--- src/rtl/demux_1to4.sv ---
// Registered 1-to-4 valid/ready stream demultiplexer with one output register per channel.
// Optional per-channel accepted-load counters are built when DEMUX_CNT_EN is defined.
module demux_1to4 #(
    parameter int WIDTH = 4,
    parameter int CNT_W = 8
) (
    input  logic             clk,
    input  logic             rst_n,
    input  logic             in_valid,
    output logic             in_ready,
    input  logic [WIDTH-1:0] in_data,
    input  logic [1:0]       sel,
    output logic             A_valid,
    output logic             B_valid,
    output logic             C_valid,
    output logic             D_valid,
    input  logic             A_ready,
    input  logic             B_ready,
    input  logic             C_ready,
    input  logic             D_ready,
    output logic [WIDTH-1:0] A,
    output logic [WIDTH-1:0] B,
    output logic [WIDTH-1:0] C,
    output logic [WIDTH-1:0] D,
    output logic [CNT_W-1:0] A_cnt,
    output logic [CNT_W-1:0] B_cnt,
    output logic [CNT_W-1:0] C_cnt,
    output logic [CNT_W-1:0] D_cnt
);

    typedef enum logic {
        EMPTY = 1'b0,
        FULL  = 1'b1
    } ch_state_t;

    ch_state_t        r_state [4];
    logic [WIDTH-1:0] r_data  [4];

    logic [3:0] w_ready;
    logic [3:0] w_valid;
    logic [3:0] w_load;
    logic       w_accept;

    always_comb begin
        w_ready = {D_ready, C_ready, B_ready, A_ready};
        for (int k = 0; k < 4; k++) begin
            w_valid[k] = (r_state[k] == FULL);
        end
        // Only the addressed channel gates the input, so a stalled consumer blocks nobody else.
        in_ready = ~w_valid[sel] | w_ready[sel];
        w_accept = in_valid & in_ready;
        for (int k = 0; k < 4; k++) begin
            w_load[k] = w_accept & (sel == 2'(k));
        end
    end

    // NOTE: state is updated with non-blocking assignments so every channel sees pre-edge values.
    always_ff @(posedge clk or negedge rst_n) begin
        if (!rst_n) begin
            for (int k = 0; k < 4; k++) begin
                r_state[k] <= EMPTY;
                r_data[k]  <= '0;
            end
        end else begin
            for (int k = 0; k < 4; k++) begin
                case (r_state[k])
                    EMPTY: begin
                        if (w_load[k]) begin
                            r_state[k] <= FULL;
                            r_data[k]  <= in_data;
                        end
                    end
                    FULL: begin
                        // A load on the draining edge wins: the channel stays FULL with the new word.
                        if (w_load[k]) begin
                            r_data[k] <= in_data;
                        end else if (w_ready[k]) begin
                            r_state[k] <= EMPTY;
                        end
                    end
                    default: r_state[k] <= EMPTY;
                endcase
            end
        end
    end

    assign A_valid = w_valid[0];
    assign B_valid = w_valid[1];
    assign C_valid = w_valid[2];
    assign D_valid = w_valid[3];
    assign A       = r_data[0];
    assign B       = r_data[1];
    assign C       = r_data[2];
    assign D       = r_data[3];

`ifdef DEMUX_CNT_EN
    logic [CNT_W-1:0] r_cnt [4];

    // Counters wrap naturally at 2^CNT_W; no saturation.
    always_ff @(posedge clk or negedge rst_n) begin
        if (!rst_n) begin
            for (int k = 0; k < 4; k++) begin
                r_cnt[k] <= '0;
            end
        end else begin
            for (int k = 0; k < 4; k++) begin
                if (w_load[k]) begin
                    r_cnt[k] <= r_cnt[k] + CNT_W'(1);
                end
            end
        end
    end

    assign A_cnt = r_cnt[0];
    assign B_cnt = r_cnt[1];
    assign C_cnt = r_cnt[2];
    assign D_cnt = r_cnt[3];
`else
    assign A_cnt = '0;
    assign B_cnt = '0;
    assign C_cnt = '0;
    assign D_cnt = '0;
`endif

endmodule
--- config.mk ---
export PLATFORM = sky130hd
export DESIGN_NAME = demux_1to4
export DESIGN_NICKNAME = d
export VERILOG_FILES = /design/src/rtl/demux_1to4.sv
export SDC_FILE = /design/constraint.sdc
export NUM_CORES = 1
export LEC_CHECK = 0
export ABC_AREA = 1
export ABC_CLOCK_PERIOD_IN_PS = 2780
export CORE_UTILIZATION = 41
export DETAILED_ROUTE_END_ITERATION = 10
export PLACE_DENSITY = 0.95
export SETUP_SLACK_MARGIN = 0.3
export SLEW_MARGIN = 0
export SYNTH_ARGS = -nofsm -noshare
export SYNTH_HDL_FRONTEND = slang
export SYNTH_SLANG_ARGS = --single-unit
--- constraint.sdc ---
create_clock -name clk -period 2.78 [get_ports clk]
set_input_delay 0.278 -clock clk [delete_from_list [all_inputs] [get_ports clk]]
set_output_delay 0.278 -clock clk [all_outputs]
set_load 0.03 [all_outputs]
Word-level counts from Yosys, hierarchy flattened
Cells that the tools add are included.
{"block": "op_classes", "n_eq_ne": 3, "n_mux": 24, "order_cmp": 1, "n_reduce_logical": 1, "bitwise_logic": 11}
{"operator": "two-way mux 4 bit", "count": 4}
{"operator": "two-way mux 1 bit", "count": 14}
{"operator": "case mux 1 bit (2 select lines)", "count": 4}
{"operator": "AND 1 bit", "count": 5}
{"operator": "NOT 1 bit", "count": 5}
{"operator": "binary-select mux 1 bit (select 2 bit)", "count": 2}
{"operator": "equality test 2 bit (second input constant)", "count": 2}
{"operator": "less-than comparator 2 x 3 -> 1 bit (second input constant)", "count": 1}
{"operator": "equality test 2 x 1 -> 1 bit (second input constant)", "count": 1}
{"operator": "zero test 2 bit", "count": 1}
{"operator": "OR 1 bit", "count": 1}
{"block": "word_totals", "out_inout_bits": 53, "regBits": 20, "wordCells": 48, "inputBits": 13}

Depth between registers and ports, before layout
{"block": "logic_depth", "depth_word": 8, "mapped_depth": 11, "ltp_nobuf": 9}

Worst setup path after synthesis
Ideal clock, no wire load.
{"block": "synth_timing", "path_kind": "register -> output", "start": "register r_state, in the netlist D_valid", "end": "output in_ready", "t_arrival_ns": 1.005, "stages_incl_launch_ff": 7, "path_buffers": 1, "t_required_ns": 2.502, "path_slack_ns": 1.497, "cell_sequence": "dfrtp_1 -> nand2_1 -> nand2_1 -> nand2_1 -> nand2_1 -> nand2_2 -> buf_4"}
{"block": "synth_between", "elab_chain_cells": 4}
{"item": "start, declared", "line_no": "36", "source": "ch_state_t r_state [4];"}
{"item": "start signal, assigned by index", "line_no": "61", "source": "r_state[k] <= EMPTY;"}
{"item": "start signal, assigned by index", "line_no": "69", "source": "r_state[k] <= FULL;"}
{"item": "start signal, assigned by index", "line_no": "78", "source": "r_state[k] <= EMPTY;"}
{"item": "binary-select mux 1 bit (select 2 bit)", "line_no": "50", "source": "in_ready = ~w_valid[sel] | w_ready[sel];"}
{"item": "two-way mux 1 bit (not written as such)", "line_no": "50"}
{"item": "NOT 1 bit", "line_no": "50"}
{"item": "OR 1 bit", "line_no": "50"}
{"item": "end, declared", "line_no": "10", "source": "output logic in_ready,"}
No other way between the ends. The select of a mux whose other input is x is not followed.

Worst setup path after layout
{"block": "layout_timing", "start": "input sel[0]", "end": "output in_ready"}
{"block": "layout_between", "elab_chain_cells": 4, "elab_cells_between_ends": 6, "cone_classes": "mux: 4; bitwise: 2"}
{"item": "start, declared", "line_no": "12", "source": "input logic [1:0] sel,"}
{"item": "binary-select mux 1 bit (select 2 bit)", "line_no": "50"}
{"item": "two-way mux 1 bit (not written as such)", "line_no": "50"}
{"item": "NOT 1 bit", "line_no": "50"}
{"item": "OR 1 bit (*)", "line_no": "50"}
Every way passes the cells marked *; elsewhere a longest branch is shown, timed or not. The select of a mux whose other input is x is not followed.

==> summary.md <==
| Metric | Value |
|---|---|
| Critical R2R Capture | A[1] |
| RSZ-0062 raised after global routing | no |
| Worst Setup End Kind | output pin |
| Outcome | finished clean |
| Fmax | 0.427 GHz |
| CTS Buffer Depth | 2 |
| Largest family of logic cells by synthesized area | simple AND/OR/NAND/NOR gates |
| Total GRT Usage | 15.1% |
| Area contributors post-synth | dfrtp_1 (41%), buf_4 (21%), nand2_1 (14%) |
| Worst path most repeated cell | nand2_1 |
| Vias in the first global route | 800 |
| Crit-path max FO | 8 |
| Largest net degree at the start of global routing | 21 |
| Fin. Hold Viols | 0 |
| Worst vdd ir | 0.000443 V |
| Synthesized area | 1210 um2 |
| Via Count | 923 |
| Post-route ant nets | 0 |
| Filler cells | 294 |
| Vias per cell | about 4.5 |
| PD cells | 676 nW/um2 |
| Port Buffer Count | 33 |
| Tmin final | ~2300 ps |
| Reg-to-reg slack, setup | 1330 ps |
| Sequential share of the synthesized area | 41.5% |
| Final Setup Violations | 0 |
| Yosys cell types | 18 |
| Mux contribution to synthesized area | 0% |
| Simple-Gate Fraction of Synth Area | 31.3% |
| Final wirelength | 2.30 mm |
| Max H-tree Level | 1 |
| First-pass GRT wire length | ~3.6 mm |
| Antenna violations before repair | 0 |
| Worst hold path type | in2async |
| Setup Buffers After CTS | 0 |
| Clock Skew | 6.94 ps |
| Fin crit share | 84.2% |
| Total gr overflow | 0 |
| Yosys reg bits | 20 |
| Worst Tran Pin Value | a little under 900 ps |
| Compound-gate portion of the synthesized area | 1.66% |
| Max-slew violation count | 0 |
| CTS Buf Count | 3 |
| Routability Congestion | approximately 0.83 |
| CTS sink cnt | 20 |
| Critical-path cell list | clkdlybuf4s50_1 -> inv_2 -> nand2_1 -> nand2_1 -> nand2_1 -> nand2_1 -> nand2_2 -> clkdlybuf4s50_1 |
| Num rows | 19 |
| Die area | around 3200 um2 |
| Area of the core | 2780 um2 |
| DRT Pass-1 Iters | 4 |
| Die width | 56.3 um |
| CTS tree | built |
| Critical path type | in2out |
| Layout cells sized above 1 | 8.57% |
| Reg2Reg Depth | 9 |
| Critical Path RT | 2500 ps |
| Final nets | 189 |
| Diode count | 0 |
| Die Span Y | 56.3 um |
| Area growth from synthesis to layout | 22.7% |
| CTS resizes | 0 |
| Adder-cell share of the synthesized area | 0% |
| Initial DRC count | 24 |
| Max cap viols | 0 |
| Post-Syn Instances | 142 |
| Max transition margin | 41.6% |
| Critical path's largest stage delay | between 600 and 700 ps |
| Slowest-stage cell, CP | clkdlybuf4s50_1 |
| Synth area leader | dfrtp_1 |
| Design Power | 1.00 mW |
| CTS Root Cell | clkbuf_4 |
| Hpwl dp | about 1.8 mm |
| DR WL/cell | ~11 um |
| Clock slew seen by the registers of the worst setup and hold paths | 110 ps |
| Clk_lat worst skew | 320 ps |
| Lkg Pwr | between 0.7 and 0.8 nW |
| Post-route setup slack | 438 ps |
| I/O pins | 66 |
| Avg Cell Area, Syn | between 8 and 9 um2 |
| Starting Density | 43.4% |
| Worst slack at placement | 457 ps |
| YS warnings | 0 |
| DRC | 0 |
| Worst setup SP type | input pin |
| Yosys top cell area share | 41.5% |
| XOR/XNOR Fraction of Synth Area | 0% |
| Crit path DAT | 2060 ps |
| Setup TNS | 0 ps |
| R2R Path Start | D_valid |
| Hold_buf cts | 0 |
per-layer routing:
metal  GRT usage [%]  up-vias  part of all wire, %
met2            25.0       34                   50
met3            3.69        3                  4.5
met1            18.9      420                   44
met5               0        -                    0
li1                -      466                    -
met4            6.27        0                  1.7
final cells by class:
type	instances	area, um2	area share, %
inverter	7	26.3	1.77
timing repair buffer	35	345	23.3
multi-input combinational	109	518	35.0
clock inverter	1	30.0	2.03
sequential	20	500	33.8
tap	31	38.8	2.62
clock buffer	3	22.5	1.52
worst max-delay path: cells and delay by family:
| kind | cells | cell delay (ps) |
|---|---|---|
| AND/OR/NAND/NOR | 5 | 350 |
| buffers and inverters | 3 | 1450 |
through the flow:
stage	utilization (%)	cell area, um2	hold WS [ps]	std cells
floorplan	-	1320	-17.6	173
global placement	51.4	1430	458	202
detailed placement	51.4	1430	459	202
CTS	53.3	1480	464	206
global route	53.3	1480	509	206
finish	53.3	1480	445	206
cells in the final DEF, fill, tap and decap left out:
master,instances
nand2_1,45
clkdlybuf4s50_1,33
conb_1,32
dfrtp_1,20
nand4_1,16
inv_1,5
o21ai_1,4
nand3_1,3
nand3_4,3
clkbuf_4,3
inv_2,2
nor2_1,2
buf_4,2
nor2_4,1
nand3_2,1
nor2_2,1
nand2_2,1
bufinv_16,1
synthesized netlist by cell type, drive strengths merged:
cell,count
o21ai,4
buf,36
nor2,4
nand4,16
inv,7
clkbuf,1
conb,1
nand2,46
dfrtp,20
nand3,7
flip-flops by register name, indices dropped and copies added, names as in the netlist:
name / flops
A: 4
B: 4
C: 4
D: 4
A_valid: 1
B_valid: 1
C_valid: 1
D_valid: 1
power by group:
group	internal [mW]	total, mW	switching (mW)	leakage [nW]
Combinational	0.135	0.390	0.255	0.468
Sequential	0.342	0.372	0.0302	0.252
Clock	0.146	0.240	0.0935	0.0279
worst max path at each step:
stage / from / end / slack [ps] / cells past startpoint
floorplan: D_valid / in_ready / 1500 / 6
global placement: sel[0] / in_ready / 500 / 8
detailed placement: sel[0] / in_ready / 460 / 8
CTS: sel[0] / in_ready / 450 / 8
global route: sel[0] / in_ready / 350 / 8
finish: sel[0] / in_ready / 440 / 8
logic make-up after synthesis:
kind of cell	after synthesis
buffers and inverters	44
AOI/OAI and AO/OA	4
and+or+nand+nor	73
DFF	20
other	1
(Power assumes the default switching activity.)
